**config.mk**
```make
export PLATFORM = sky130hd
export DESIGN_NAME = cp_timer_flat
export DESIGN_NICKNAME = d
export VERILOG_FILES = /design/src/rtl/timer_pkg.sv /design/src/rtl/cp_timer_if.sv /design/src/rtl/timer_prescaler.sv /design/src/rtl/cp_timer.sv /design/src/flat_wrapper.sv
export SDC_FILE = /design/constraint.sdc
export NUM_CORES = 1
export LEC_CHECK = 0
export BUFFER_PORTS_ARGS = -buffer_cell sky130_fd_sc_hd__buf_2
export CORE_ASPECT_RATIO = 1.5
export CORE_MARGIN = 1
export CORE_UTILIZATION = 45
export DETAILED_ROUTE_END_ITERATION = 10
export GPL_TIMING_DRIVEN = 0
export MAX_ROUTING_LAYER = met4
export PLACE_DENSITY = 0.69
export SYNTH_ARGS = -nofsm -noshare
export SYNTH_HDL_FRONTEND = slang
export SYNTH_SLANG_ARGS = --single-unit
```
**constraint.sdc**
```tcl
create_clock -name clk -period 2.31 [get_ports clk]
set_clock_uncertainty 0.2 [all_clocks]
set_input_delay 0.3465 -clock clk [delete_from_list [all_inputs] [get_ports clk]]
set_output_delay 0.3465 -clock clk [all_outputs]
set_load 0.01 [all_outputs]
```
**src/rtl/timer_pkg.sv**
```systemverilog
// Shared types and constants for the cp_timer memory-mapped countdown timer.
package timer_pkg;

  typedef enum logic [1:0] {
    ST_IDLE = 2'd0,
    ST_LOAD = 2'd1,
    ST_CNT  = 2'd2,
    ST_INT  = 2'd3
  } state_e;

  localparam logic [1:0] OFF_CTRL   = 2'd0;
  localparam logic [1:0] OFF_PRESET = 2'd1;
  localparam logic [1:0] OFF_COUNT  = 2'd2;

  localparam logic [1:0] MODE_ONESHOT = 2'd0;
  localparam logic [1:0] MODE_RELOAD  = 2'd1;

  localparam int CTRL_EN_BIT   = 0;
  localparam int CTRL_MODE_LSB = 1;
  localparam int CTRL_IM_BIT   = 3;
  localparam int CTRL_PS_LSB   = 4;

  // Byte-lane merge of a CPU store into an existing register word.
  function automatic logic [31:0] merge_bytes(input logic [31:0] old_word,
                                              input logic [31:0] new_word,
                                              input logic [3:0]  be);
    logic [31:0] result;
    result = old_word;
    for (int b = 0; b < 4; b++) begin
      if (be[b]) result[8*b +: 8] = new_word[8*b +: 8];
    end
    return result;
  endfunction

endpackage

```
**src/rtl/cp_timer_if.sv**
```systemverilog
// Data-port bus between the CPU M-stage (via the system bridge) and cp_timer.
interface cp_timer_if;
  logic        sel;
  logic        we;
  logic [1:0]  addr;
  logic [3:0]  byteen;
  logic [31:0] wdata;
  logic [31:0] rdata;
  logic        irq;

  modport master (output sel, we, addr, byteen, wdata, input rdata, irq);
  modport slave  (input sel, we, addr, byteen, wdata, output rdata, irq);
endinterface

```
**src/rtl/timer_prescaler.sv**
```systemverilog
// Divides the count rate: tick is high once every p+1 cycles while not cleared.
module timer_prescaler #(
  parameter int W = 8
) (
  input  logic         clk,
  input  logic         reset,
  input  logic         clear,
  input  logic [W-1:0] p,
  output logic         tick
);

  logic [W-1:0] cnt_q, cnt_d;

  // >= rather than == so a shrinking p mid-count does not stall for a full wrap.
  always_comb begin
    tick = (cnt_q >= p);
    if (clear || tick) cnt_d = {W{1'b0}};
    else               cnt_d = cnt_q + {{(W-1){1'b0}}, 1'b1};
  end

  always_ff @(posedge clk) begin
    if (reset) cnt_q <= {W{1'b0}};
    else       cnt_q <= cnt_d;
  end

endmodule

```
**src/rtl/cp_timer.sv**
```systemverilog
// Memory-mapped countdown timer (CTRL/PRESET/COUNT) with a registered irq.
// Optional prescaler in CTRL[4 +: PRESCALE_W] when TIMER_PRESCALE_EN is defined.
module cp_timer
  import timer_pkg::*;
#(
  parameter int PRESCALE_W = 8
) (
  input  logic        clk,
  input  logic        reset,
  cp_timer_if.slave   bus
);

  state_e      state_q, state_d;
  logic        en_q, en_d;
  logic [1:0]  mode_q, mode_d;
  logic        im_q, im_d;
  logic [31:0] preset_q, preset_d;
  logic [31:0] count_q, count_d;
  logic        irq_flag_q, irq_flag_d;
  logic        irq_q;

  logic        wr_s, ctrl_wr_s, preset_wr_s;
  logic [31:0] ctrl_word_s, ctrl_new_s;
  logic        en_sw_s, tick_s;
  logic        fsm_en_clr_s, fsm_flag_set_s, fsm_flag_clr_s;

`ifdef TIMER_PRESCALE_EN
  logic [PRESCALE_W-1:0] presc_q, presc_d;

  timer_prescaler #(.W(PRESCALE_W)) u_prescaler (
    .clk   (clk),
    .reset (reset),
    .clear (state_q != ST_CNT),
    .p     (presc_q),
    .tick  (tick_s)
  );
`else
  assign tick_s = 1'b1;
`endif

  always_comb begin
    ctrl_word_s                         = 32'd0;
    ctrl_word_s[CTRL_EN_BIT]            = en_q;
    ctrl_word_s[CTRL_MODE_LSB +: 2]     = mode_q;
    ctrl_word_s[CTRL_IM_BIT]            = im_q;
`ifdef TIMER_PRESCALE_EN
    ctrl_word_s[CTRL_PS_LSB +: PRESCALE_W] = presc_q;
`endif
  end

  always_comb begin
    case (bus.addr)
      OFF_CTRL:   bus.rdata = ctrl_word_s;
      OFF_PRESET: bus.rdata = preset_q;
      OFF_COUNT:  bus.rdata = count_q;
      default:    bus.rdata = 32'd0;
    endcase
  end

  assign wr_s        = bus.sel & bus.we;
  assign ctrl_wr_s   = wr_s && (bus.addr == OFF_CTRL);
  assign preset_wr_s = wr_s && (bus.addr == OFF_PRESET);
  assign ctrl_new_s  = merge_bytes(ctrl_word_s, bus.wdata, bus.byteen);
  // The FSM looks at EN as it will be after this cycle's store.
  assign en_sw_s     = ctrl_wr_s ? ctrl_new_s[CTRL_EN_BIT] : en_q;

  always_comb begin
    state_d        = state_q;
    count_d        = count_q;
    fsm_en_clr_s   = 1'b0;
    fsm_flag_set_s = 1'b0;
    fsm_flag_clr_s = 1'b0;
    case (state_q)
      ST_IDLE: begin
        if (en_sw_s) state_d = ST_LOAD;
        else         state_d = ST_IDLE;
      end
      ST_LOAD: begin
        count_d = preset_q;
        state_d = ST_CNT;
      end
      ST_CNT: begin
        if (!en_sw_s) begin
          state_d = ST_IDLE;
        end else if (!tick_s) begin
          state_d = ST_CNT;
        end else if (count_q != 32'd0) begin
          count_d = count_q - 32'd1;
        end else begin
          state_d        = ST_INT;
          fsm_flag_set_s = 1'b1;
        end
      end
      ST_INT: begin
        if (mode_q == MODE_RELOAD) begin
          state_d        = ST_LOAD;
          fsm_flag_clr_s = 1'b1;
        end else begin
          state_d      = ST_IDLE;
          fsm_en_clr_s = 1'b1;
        end
      end
      default: state_d = ST_IDLE;
    endcase
  end

  // Software stores to CTRL take priority over FSM updates of EN and irq_flag.
  always_comb begin
    en_d     = en_q;
    mode_d   = mode_q;
    im_d     = im_q;
    preset_d = preset_q;
`ifdef TIMER_PRESCALE_EN
    presc_d  = presc_q;
`endif
    if (ctrl_wr_s) begin
      en_d       = ctrl_new_s[CTRL_EN_BIT];
      mode_d     = ctrl_new_s[CTRL_MODE_LSB +: 2];
      im_d       = ctrl_new_s[CTRL_IM_BIT];
`ifdef TIMER_PRESCALE_EN
      presc_d    = ctrl_new_s[CTRL_PS_LSB +: PRESCALE_W];
`endif
      irq_flag_d = 1'b0;
    end else begin
      if (fsm_en_clr_s) en_d = 1'b0;
      else              en_d = en_q;
      if (fsm_flag_set_s)      irq_flag_d = 1'b1;
      else if (fsm_flag_clr_s) irq_flag_d = 1'b0;
      else                     irq_flag_d = irq_flag_q;
    end
    if (preset_wr_s) preset_d = merge_bytes(preset_q, bus.wdata, bus.byteen);
    else             preset_d = preset_q;
  end

  always_ff @(posedge clk) begin
    if (reset) begin
      state_q    <= ST_IDLE;
      en_q       <= 1'b0;
      mode_q     <= 2'd0;
      im_q       <= 1'b0;
      preset_q   <= 32'd0;
      count_q    <= 32'd0;
      irq_flag_q <= 1'b0;
      irq_q      <= 1'b0;
`ifdef TIMER_PRESCALE_EN
      presc_q    <= {PRESCALE_W{1'b0}};
`endif
    end else begin
      state_q    <= state_d;
      en_q       <= en_d;
      mode_q     <= mode_d;
      im_q       <= im_d;
      preset_q   <= preset_d;
      count_q    <= count_d;
      irq_flag_q <= irq_flag_d;
      irq_q      <= irq_flag_q & im_q;
`ifdef TIMER_PRESCALE_EN
      presc_q    <= presc_d;
`endif
    end
  end

  assign bus.irq = irq_q;

endmodule

```
**src/flat_wrapper.sv**
```systemverilog
// flat-port wrapper written by rule: the top's interface ports become plain ports
module cp_timer_flat import timer_pkg::*;
#(
  parameter int PRESCALE_W = 8
)
  (clk, reset, bus_sel, bus_we, bus_addr, bus_byteen, bus_wdata, bus_rdata, bus_irq);
  cp_timer_if bus_i ();
  input  logic clk;
  input  logic reset;
  input wire logic [$bits(bus_i.sel)-1:0] bus_sel;
  input wire logic [$bits(bus_i.we)-1:0] bus_we;
  input wire logic [$bits(bus_i.addr)-1:0] bus_addr;
  input wire logic [$bits(bus_i.byteen)-1:0] bus_byteen;
  input wire logic [$bits(bus_i.wdata)-1:0] bus_wdata;
  output wire logic [$bits(bus_i.rdata)-1:0] bus_rdata;
  output wire logic [$bits(bus_i.irq)-1:0] bus_irq;
  assign bus_i.sel = bus_sel;
  assign bus_i.we = bus_we;
  assign bus_i.addr = bus_addr;
  assign bus_i.byteen = bus_byteen;
  assign bus_i.wdata = bus_wdata;
  assign bus_rdata = bus_i.rdata;
  assign bus_irq = bus_i.irq;
  cp_timer #(.PRESCALE_W(PRESCALE_W)) u_core (.clk(clk), .reset(reset), .bus(bus_i));
endmodule
```
; ---- Yosys cells after proc, flatten, opt, wreduce, memory -nomap -nowiden
; Cells that the tools add are included.
[classes]
addsub = 1
eq_ne = 9
n_mux = 22
bitwise_logic = 2
reduce_logical = 15
[ops]
columns = op, n
row1 = 32-bit case mux with 3 select lines, 1
row2 = 32-bit 2-to-1 mux, 2
row3 = 32-bit case mux with 2 select lines, 1
row4 = 32-bit nonzero test, 1
row5 = 32-bit by 1-bit subtractor with 32-bit output (second input constant), 1
row6 = 1-bit 2-to-1 mux, 15
row7 = 2-bit AND reduction, 5
row8 = 2-bit case mux with 4 select lines, 1
row9 = 2-bit by 1-bit == test with 1-bit output (second input constant), 3
row10 = 2-bit == test (second input constant), 3
row11 = 2-bit nonzero test, 3
row12 = 2-bit logical NOT, 2
row13 = 2-bit 2-to-1 mux, 2
row14 = 2-bit by 1-bit != test with 1-bit output (second input constant), 2
row15 = 3-bit != test (second input constant), 1
row16 = 3-bit AND reduction, 1
row17 = 1-bit bitwise AND, 2
row18 = 1-bit logical AND, 2
row19 = 2-bit OR reduction, 1
[totals]
ff_bits = 72
out_inout_bits = 33
word_cells = 60

; ---- Longest topological paths before layout
; Gate-level depths: netlist of run 1.
[depth]
depth_word = 6
depth_mapped = 10
depth_no_buf = 7

; ---- Worst setup path before layout of run 1
; Ideal clock, no wire load.
[synth_timing]
kind = reg-to-reg
startpoint = register u_core.count_q[0]
endpoint = register u_core.count_q[26]
setup_time_ns = 0.134
t_arrival_ns = 2.177
required_time_ns = 1.976
path_slack_ns = -0.201
path_stages_with_launch = 9
path_buffers = 1
cell_sequence = dfxtp_1 -> inv_1 -> ha_1 -> nor3b_1 -> nand4_1 -> clkbuf_1 -> o31a_1 -> o311ai_0 -> o31ai_1
[synth_via]
elab_chain_len = 4
[synth_rtl]
columns = item, line_no
row1 = from (decl), cp_timer.sv:18  ; logic [31:0] count_q, count_d;
row2 = from (signal assigned), cp_timer.sv:154  ; count_q <= count_d;
row3 = 32-bit by 1-bit subtractor with 32-bit output, cp_timer.sv:88  ; count_d = count_q - 32'd1;
row4 = 32-bit 2-to-1 mux, cp_timer.sv:87  ; end else if (count_q != 32'd0) begin
row5 = 32-bit 2-to-1 mux, cp_timer.sv:83  ; if (!en_sw_s) begin
row6 = 32-bit case mux with 2 select lines, cp_timer.sv:73  ; case (state_q)
; Parallel ways exist; a longest one is shown, timed or not. The select of a mux whose other input is x is not followed.
; A chain may end at the register's enable or synchronous reset.

; ---- Worst setup path after layout of run 1
[layout_timing]
startpoint = register u_core.count_q[14]
endpoint = register u_core.count_q[20]
; The elaborated chain is that of the path after synthesis.

==> results of run 1 <==
[cell families (layout without fill, tap and decap cells)]
logic type / Yosys count / in the layout / synth area share, %
compound gates: 178 / 178 / 30.7
fa+ha+maj: 4 / 4 / 1.20
flops: 72 / 72 / 34.5
mux: 8 / 8 / 1.92
buf+inv: 64 / 180 / 6.41
simple gates: 208 / 208 / 25.2
[sequential cells by signal, indices dropped and copies added, names as in the netlist]
register / flops
u_core.en_q: 1
u_core.mode_q: 2
u_core.irq_flag_q: 1
u_core.bus.irq: 1
u_core.im_q: 1
u_core.count_q: 32
u_core.state_q: 2
u_core.preset_q: 32
[worst reg2reg max path, stage by stage, from the launching register on]
cell     delay (ps)
dfxtp_1         310
buf_6           120
or4_4           550
or3_4           360
or3_1           390
o41a_1          350
o31ai_2         170
[per-layer routing]
layer	up-vias	share of wire, %	wire length (um)	track usage (%)
met3	109	7.5	1310	6.92
li1	2255	-	-	-
met1	2353	38	6600	42.7
met5	-	0	0	-
met2	311	47	8310	58.5
met4	0	7.3	1280	25.6
[metrics by stage]
step | util [%] | setup WS (ps) | cell area [sq um] | power (mW)
3_3_place_gp | 52.5 | -735 | 4690 | 1.48
4_1_cts | 60.3 | -133 | 5390 | 3.09
2_1_floorplan | - | -51.6 | 4210 | 1.39
5_1_grt | 63.6 | -256 | 5690 | 3.17
6_report | 63.6 | -208 | 5690 | 3.11
3_5_place_dp | 52.5 | -738 | 4690 | 1.49
[what timing repair did]
| action | in CTS | in global routing |
|---|---|---|
| resized for setup | 52 | 60 |
| pin swaps | 14 | 15 |
| cloned | 0 | 1 |
| endpoints found under the hold margin | 0 | 0 |
| buffers inserted | 24 | 13 |
| setup endpoints to repair | 65 | 37 |
[power groups by stage]
stage | Combinational [mW] | Clock, mW | Sequential, mW
after floorplan | 0.106 | 0 | 1.28
after global placement | 0.197 | 0 | 1.29
after detailed placement | 0.200 | 0 | 1.29
after CTS | 0.215 | 1.62 | 1.26
after global routing | 0.244 | 1.66 | 1.26
final | 0.231 | 1.62 | 1.26
[synth_stat cells, types with 8 or more instances]
library cell | instances | area (sq um)
nor3_1 | 13 | 65.1
nor2_1 | 23 | 86.3
o21ai_0 | 15 | 75.1
o31ai_1 | 11 | 82.6
nand3_1 | 53 | 265
o32ai_1 | 10 | 87.6
a21oi_1 | 50 | 250
inv_1 | 14 | 52.6
nand2_1 | 72 | 270
a22o_1 | 27 | 236
mux2i_1 | 8 | 80.1
dfxtp_1 | 72 | 1440
clkbuf_1 | 36 | 135
[path summary, 6_finish.rpt]
check	start	endpoint	slack [ps]	cells past startpoint
worst max-delay path	u_core.count_q[14]	u_core.count_q[20]	-210	6
worst min-delay path	bus_wdata[19]	u_core.preset_q[19]	50	3
worst max register to register	u_core.count_q[14]	u_core.count_q[20]	-210	6
worst min register to register	u_core.irq_flag_q	u_core.irq_flag_q	260	2
[layout make-up]
cell class | count | area share, %
multi-input cells | 398 | 48.4
flip-flops and latches | 72 | 25.6
repair buffers | 106 | 12.2
plain buffers | 45 | 4.40
clock buffers | 10 | 4.03
well taps | 110 | 2.42
clock inverters | 5 | 1.87
inverters | 14 | 1.01
==> flow_metrics.py, run 1 <==
metrics = {
    "drt": {
        "post_drt_via_cell_ratio": 6.62,
        "post_drt_wl_per_cell_um": 23.0,
        "dr.first_iter.drc_count": 679,
        "drcViolationCount": 0,
        "firstDrtPassIters": 5,
        "ant_nets": 0,
        "wirelength_um": 17500,
        "dr_total_vias": 5028,
    },
    "critical_path": {
        "cp_slowest_cell": "or4_4",
        "crit_fanout": 4,
        "start_kind": "flop",
        "crit_arrival_ps": 2580,
        "end_kind": "flop",
        "crit_chain": "buf_6 -> or4_4 -> or3_4 -> or3_1 -> o41a_1 -> o31ai_2",
        "path_buf_inv": 1,
        "crit_family": "simple AND/OR/NAND/NOR gates",
        "critPathMaxStageDelay_ps": 550,
        "required_ps": 2370,
        "worstSetupPathType": "flop to flop",
    },
    "cells_and_area": {
        "finalNonFillerCells": 760,
        "seq_area_sq_mm": 0.00146,
        "syn_to_final_growth_pct": 36.1,
        "finalNetCount": 692,
        "multi_input_area_sq_mm": 0.00275,
        "diodes": 0,
        "nFillCells": 809,
        "drive_gt1_share_pct": 31.7,
        "mostFrequentLayoutCells": "71 x buf_2, 71 x nand2_1, 65 x dfxtp_1",
    },
    "logic_synthesis": {
        "syn_area_sq_mm": 0.00418,
        "ys_warn_count": 0,
        "syn_avg_cell_area_sq_um": 7.82,
        "yosysSeqAreaShare_pct": 34.5,
        "ys.flop_type": "dfxtp_1",
        "postSynth.asyncResetShare_pct": 0,
        "synth-edff-count": 0,
        "syn_nets": 580,
        "synth_cell_types": 67,
        "synth-seq-cells": 72,
        "synthCells": 534,
    },
    "status": {
        "violations": "setup timing",
        "status": "complete, but fails checks",
    },
    "clock_tree": {
        "cts.path.max_buffers": 2,
        "clk_pin_slew_ps": 60,
        "cts_tree": "built",
        "clk_latency_ps": 350,
        "cts_root_buffer": "clkbuf_16",
        "clkSinkCount": 72,
        "cts_htree_levels": 3,
        "cts-buffers-inserted": 9,
        "hold_buffers": 0,
    },
    "global_route": {
        "grt.total_usage_pct": 37.4,
        "grt_pass1_vias": 4779,
        "grt_max_degree": 13,
        "grt_pass1_wl_um": 25700,
        "antenna_found_initial": 0,
        "grt-ovfl-total": 0,
    },
    "placement": {
        "placed_cells": 713,
        "dp.final_hpwl_um": 11700,
        "numPortBuffers": 69,
        "place.gp.congestion": 0.991,
    },
    "power": {
        "switching_power_mw": 0.733,
        "power_frac_comb_pct": 7.4,
        "swShare_pct": 23.6,
        "pwr-share-seq_pct": 40.5,
        "clockPowerShare_pct": 52.1,
        "leakagePower_nw": 2.21,
        "peakVddDrop_uv": 485,
        "p_int_mw": 2.38,
        "p_per_area_mw_per_mm2": 547,
    },
    "sta": {
        "timing.final.ws_setup_ps": -208,
        "holdWs_ps": 48.0,
        "fmax_mhz": 397,
        "tightest_slew_ps": 804,
        "period_share_pct": 109,
        "setup_viol": 3,
        "setup-tns-final_ps": -273,
        "period_needed_ps": 2520,
        "hold_viol": 0,
        "drv_slew": 0,
        "slew_headroom_pct": 46.4,
        "grt_setup_unrepaired": "true",
    },
    "floorplanning": {
        "die_y_um": 120,
        "die_width_um": 80.7,
        "ios": 75,
        "coreArea_sq_mm": 0.00893,
        "rows": 42,
        "start_util_pct": 46.8,
        "dieArea_sq_mm": 0.00968,
    },
    "flow_run": {
        "cap_violations": 0,
    },
    "min_path": {
        "hold_path_class": "primary input to flop",
    },
}
No activity file was read; power rests on OpenSTA's default activity.
==> run 2, diff against run 1 <==
- CORE_ASPECT_RATIO: 1.5 -> 0.5
==> run 2 against run 1 <==
Against the previous run:
- the flow finishes with violations (DRC, setup timing)
- worst hold slack improved by 2.5 ps
- sequential share of layout area decreased by 0.55 points
- utilization increased by 2.4 points
- non-clock buffer count increased by 15
- first-iteration DRC count increased by 6.0%
- die area increased by 0.16%
- via count increased by 2.5%
- routed wire length decreased by 0.46%
- cell count increased by 2.9%
- maximum frequency increased by 1.6%
- cell area increased by 2.9%
- worst setup slack improved by 41 ps
- largest cell class unchanged
==> flow_metrics.py, run 2 (synthesized netlist as in run 1, its figures left out) <==
metrics = {
    "status": {
        "status": "complete, but fails checks",
        "violations": "DRC, setup timing",
    },
    "global_route": {
        "grt_pass1_vias": 4563,
        "grt.total_usage_pct": 35.9,
        "grt_max_degree": 13,
        "grt_pass1_wl_um": 25400,
        "grt-ovfl-total": 0,
        "antenna_found_initial": 0,
    },
    "cells_and_area": {
        "post-route-util_pct": 66.0,
        "drive_gt1_share_pct": 34.3,
        "finalNonFillerCells": 782,
        "final_area_sq_mm": 0.00585,
        "mostFrequentLayoutCells": "72 x buf_2, 72 x nand2_1, 63 x dfxtp_1",
        "top_regs": "u_core.count_q: 32 flops, u_core.preset_q: 32 flops",
        "syn_to_final_growth_pct": 40.1,
        "diodes": 0,
        "finalNetCount": 707,
    },
    "clock_tree": {
        "hold_buffers": 0,
        "cts_root_buffer": "clkbuf_16",
        "clkSinkCount": 72,
        "cts-buffers-inserted": 9,
        "cts_htree_levels": 3,
        "cts_tree": "built",
        "cts.path.max_buffers": 2,
        "clk_latency_ps": 340,
        "clk_pin_slew_ps": 60,
    },
    "power": {
        "peakVddDrop_uv": 385,
        "leakagePower_nw": 2.26,
        "finalPower_mw": 3.00,
        "p_per_area_mw_per_mm2": 513,
    },
    "sta": {
        "period_share_pct": 107,
        "holdWs_ps": 50.5,
        "setup_viol": 7,
        "slew_headroom_pct": 42.8,
        "drv_slew": 0,
        "grt_setup_unrepaired": "true",
        "period_needed_ps": 2480,
        "hold_viol": 0,
        "fmax_mhz": 404,
        "tightest_slew_ps": 859,
        "setup-tns-final_ps": -282,
        "timing.final.ws_setup_ps": -167,
    },
    "critical_path": {
        "required_ps": 2360,
        "crit_arrival_ps": 2530,
        "worstSetupPathType": "flop to flop",
        "crit_chain": "buf_6 -> or4_4 -> or3_4 -> or3_1 -> o41a_1 -> o31ai_2",
        "start_kind": "flop",
        "r2r.worst_path.cells": 6,
        "crit_fanout": 4,
        "critPathMaxStageDelay_ps": 530,
        "cp_slowest_cell": "or4_4",
        "end_kind": "flop",
    },
    "floorplanning": {
        "die_width_um": 138,
        "start_util_pct": 47.1,
        "ios": 75,
        "die_y_um": 70.1,
        "rows": 24,
        "dieArea_sq_mm": 0.00969,
        "coreArea_sq_mm": 0.00886,
    },
    "placement": {
        "dp.final_hpwl_um": 11400,
        "numPortBuffers": 69,
        "placed_cells": 720,
        "placed_area_sq_mm": 0.00470,
        "place.gp.congestion": 0.971,
        "dp_slack_ps": -788,
    },
    "drt": {
        "post_drt_via_cell_ratio": 6.59,
        "dr_total_vias": 5154,
        "firstDrtPassIters": 9,
        "dr.first_iter.drc_count": 720,
        "ant_nets": 0,
        "post_drt_wl_per_cell_um": 22.3,
        "drcViolationCount": 7,
        "wirelength_um": 17400,
    },
    "min_path": {
        "hold_path_class": "primary input to flop",
        "hold_depth": 3,
    },
    "flow_run": {
        "cap_violations": 0,
    },
}
## run 2: cell count changes in the layout (fill, tap and decap cells not counted), sizes merged
cell	delta
buf	+15
bufinv	-1
inv	+1
## run 2: layout make-up
class | count | area [sq um]
buffer | 45 | 251
multi-input combinational | 398 | 2830
timing repair buffer | 121 | 792
clock buffer | 10 | 229
inverter | 14 | 57.6
clock inverter | 5 | 81.3
tap | 117 | 146
fill | 786 | 3010
sequential | 72 | 1470
## run 2: final timing paths
check,start,to,slack [ps]
setup / recovery,u_core.count_q[14],u_core.count_q[20],-170
hold / removal,bus_wdata[10],u_core.preset_q[10],50
setup reg to reg,u_core.count_q[14],u_core.count_q[20],-170
hold reg to reg,u_core.irq_flag_q,u_core.irq_flag_q,270
## run 2: timing repair
action                                  4_1_cts  5_1_grt
resized for setup                            58       68
endpoints found under the setup margin       65       64
setup buffers                                27       22
pin swaps                                    14       33
gates cloned                                  1        2
## run 2: power breakdown
part / switching (mW) / internal (mW) / leakage, nW
clock network: 0.566 / 0.942 / 0.149
logic: 0.160 / 0.0809 / 1.52
registers: 0.00990 / 1.24 / 0.587
## run 2: metal layers
layer | share of wire (%) | up-vias | track usage [%]
li1 | - | 2286 | -
met1 | 44 | 2406 | 49.6
met2 | 41 | 400 | 49.5
met3 | 13 | 62 | 9.40
met4 | 2.7 | 0 | 13.5
met5 | 0 | - | -
## run 2: critical path: cells and delay by family, from the launching register on
kind	cells	cell delay, ps
and+or+nand+nor	3	1250
DFF	1	300
AOI/OAI and AO/OA	2	510
buffers and inverters	1	120
==> run 3, diff against run 2 <==
- CORE_MARGIN: 1 -> 5
- PLACE_DENSITY: 0.69 -> 0.66
- SYNTH_HIERARCHICAL: default -> 1
- clock period: 2.31 -> 2.78 ns (I/O delays scaled with it)
==> run 3 against run 2 <==
Against the previous run:
- the run now ends clean
- count of clock-buffer cells in the layout increased by 2
- cell area is 13% lower
- die area up 20%
- register-to-register slack better by 240 ps
- routed wire length shrank 9.9%
- critical path depth increased by 3
- first-iteration DRC count shrank 19%
- combinational power shrank 38%
- global-route usage shrank 8.4 points
- sequential share of layout area is 3.3 points higher
- worst hold slack improved by 82 ps
- cell count fell by 3.6%
- critical endpoint is now u_core/count_q[8]
- highest routed layer unchanged
==> flow_metrics.py, run 3 <==
metrics = {
    "cells_and_area": {
        "drive_gt1_share_pct": 22.9,
        "final_common_cell": "buf_2",
        "nFillCells": 901,
        "mostFrequentLayoutCells": "77 x buf_2, 75 x nand2_1, 72 x dfxtp_1",
        "syn_to_final_growth_pct": 20.0,
        "seq_area_sq_mm": 0.00144,
        "top_regs": "u_core/count_q: 32 flops, u_core/preset_q: 32 flops",
        "finalNetCount": 671,
        "diodes": 0,
        "multi_input_area_sq_mm": 0.00250,
    },
    "logic_synthesis": {
        "synth-seq-cells": 72,
        "syn_area_sq_mm": 0.00424,
        "yosys-top-cells-count": "75 x nand2_1, 72 x dfxtp_1, 55 x a21oi_1, 40 x nand3_1, 33 x nor2_1",
        "synth_top_area_share_pct": 34.0,
        "yosysSeqAreaShare_pct": 34.0,
        "netlist_top_cells_area": "dfxtp_1 34%, nand2_1 6.6%, a21oi_1 6.5%",
        "ys.flop_type": "dfxtp_1",
        "synthCells": 547,
        "synth-edff-count": 0,
        "syn_avg_cell_area_sq_um": 7.76,
        "synth.most_common_cell": "nand2_1",
        "syn_nets": 590,
        "postSynth.asyncResetShare_pct": 0,
        "synth.largest_area_cell": "dfxtp_1",
        "ys_warn_count": 6,
        "synth_cell_types": 61,
    },
    "sta": {
        "holdWs_ps": 132,
        "setup_viol": 0,
        "period_needed_ps": 2710,
        "timing.final.ws_setup_ps": 73.3,
        "fmax_mhz": 369,
        "drv_slew": 0,
        "period_share_pct": 97.4,
        "tightest_slew_ps": 761,
        "hold_viol": 0,
        "slew_headroom_pct": 49.2,
    },
    "floorplanning": {
        "coreArea_sq_mm": 0.00932,
        "ios": 75,
        "start_util_pct": 45.5,
        "die_y_um": 78.7,
        "die_width_um": 147,
        "rows": 25,
        "dieArea_sq_mm": 0.0116,
    },
    "global_route": {
        "grt.total_usage_pct": 27.5,
        "grt_pass1_wl_um": 24200,
        "grt_pass1_vias": 4306,
        "antenna_found_initial": 0,
        "grt-ovfl-total": 0,
        "grt_max_degree": 13,
    },
    "clock_tree": {
        "cts_htree_levels": 3,
        "clk_latency_ps": 330,
        "cts_tree": "built",
        "cts-buffers-inserted": 9,
        "cts.path.max_buffers": 2,
        "cts_root_buffer": "clkbuf_16",
        "clkSinkCount": 72,
        "hold_buffers": 0,
        "clk_pin_slew_ps": 60,
    },
    "placement": {
        "dp_slack_ps": -234,
        "dp.final_hpwl_um": 11500,
        "numPortBuffers": 69,
        "place.gp.congestion": 0.971,
    },
    "critical_path": {
        "end_kind": "flop",
        "required_ps": 2760,
        "crit_fanout": 10,
        "crit_arrival_ps": 2690,
        "start_kind": "flop",
        "worstSetupPathType": "flop to flop",
    },
    "power": {
        "finalPower_mw": 2.37,
        "switching_power_mw": 0.565,
        "peakVddDrop_uv": 304,
        "clockPowerShare_pct": 49.6,
        "swShare_pct": 23.8,
        "pwr-share-seq_pct": 44.1,
        "power_frac_comb_pct": 6.3,
        "leakagePower_nw": 1.84,
        "p_int_mw": 1.81,
        "p_per_area_mw_per_mm2": 466,
    },
    "flow_run": {
        "cap_violations": 0,
    },
    "drt": {
        "post_drt_via_cell_ratio": 6.32,
        "dr_total_vias": 4762,
        "post_drt_wl_per_cell_um": 20.8,
        "firstDrtPassIters": 5,
        "drcViolationCount": 0,
        "dr.first_iter.drc_count": 580,
        "ant_nets": 0,
        "wirelength_um": 15700,
    },
    "status": {
        "status": "finished clean",
    },
    "min_path": {
        "hold_path_class": "primary input to flop",
    },
}
run 3: changes by cell type after synthesis, sizes merged, moves of 8 or more:
| cell | before | now |
|---|---|---|
| inv | 14 | 6 |
| buf | 13 | 23 |
| o21ai | 16 | 7 |
| a21oi | 50 | 66 |
| or3 | 6 | 15 |
| nor2 | 23 | 33 |
| a31oi | 5 | 16 |
| nand3 | 53 | 40 |
| nor3 | 15 | 25 |
run 3: logic make-up after synthesis:
kind of cell | Yosys count | synth area share, %
multiplexers | 5 | 1.18
adder cells (fa/ha/maj) | 1 | 0.295
AO/OA/AOI/OAI | 176 | 29.4
buffers and inverters | 63 | 7.75
AND/OR/NAND/NOR | 230 | 27.4
flip-flops | 72 | 34.0
run 3: critical path, cell delays in order, from the launching register on:
cell	delay [ps]
dfxtp_1	360
inv_1	80
ha_2	220
or4b_4	550
nor4_4	270
and4b_4	340
or2_1	120
buf_4	170
buf_8	160
o32ai_1	90
run 3: per-layer routing:
metal  wire length [um]  vias to the layer above  track usage [%]
li1                   -                     2211                -
met1               7100                     2266             38.0
met2               6610                      247             39.6
met3               1580                       38             6.98
met4                394                        0             8.46
met5                  0                        -                -
run 3: path summary, 6_finish.rpt:
| path | from | to | slack (ps) | depth (start not counted) |
|---|---|---|---|---|
| max | u_core/count_q[0] | u_core/count_q[8] | 70 | 9 |
| min | bus_wdata[6] | u_core/preset_q[6] | 130 | 3 |
| max reg2reg | u_core/count_q[0] | u_core/count_q[8] | 70 | 9 |
| min reg2reg | u_core/irq_flag_q | u_core/irq_flag_q | 270 | 2 |
run 3: metrics by stage:
step	instances	utilization [%]	TNS (ps)	area, sq um
global placement	737	50.9	-4750	4740
floorplan	547	-	0	4240
detailed placement	737	50.9	-5150	4740
global route	754	54.6	-129	5090
finish	754	54.6	0	5090
CTS	753	54.2	0	5050
run 3: cell type report:
cell class	count	area share, %
Tap cell	121	2.97
Timing Repair Buffer	70	6.93
Multi-Input combinational cell	412	49.2
Clock buffer	12	4.84
Sequential cell	72	28.3
Buffer	57	6.29
Inverter	6	0.442
Clock inverter	4	1.03
run 3: power groups by stage:
stage,clock (mW),sequential (mW),combinational [mW]
6_report,1.18,1.05,0.150
5_1_grt,1.24,1.05,0.161
4_1_cts,1.18,1.05,0.146
3_5_place_dp,0,1.07,0.145
3_3_place_gp,0,1.07,0.145
2_1_floorplan,0,1.07,0.0769
run 3: timing repair:
action | 4_1_cts | 5_1_grt
buffers inserted | 0 | 1
pin swaps | 0 | 2
setup endpoints to repair | 49 | 48
endpoints found under the hold margin | 0 | 0
gates resized for setup | 4 | 15
cloned | 0 | 0
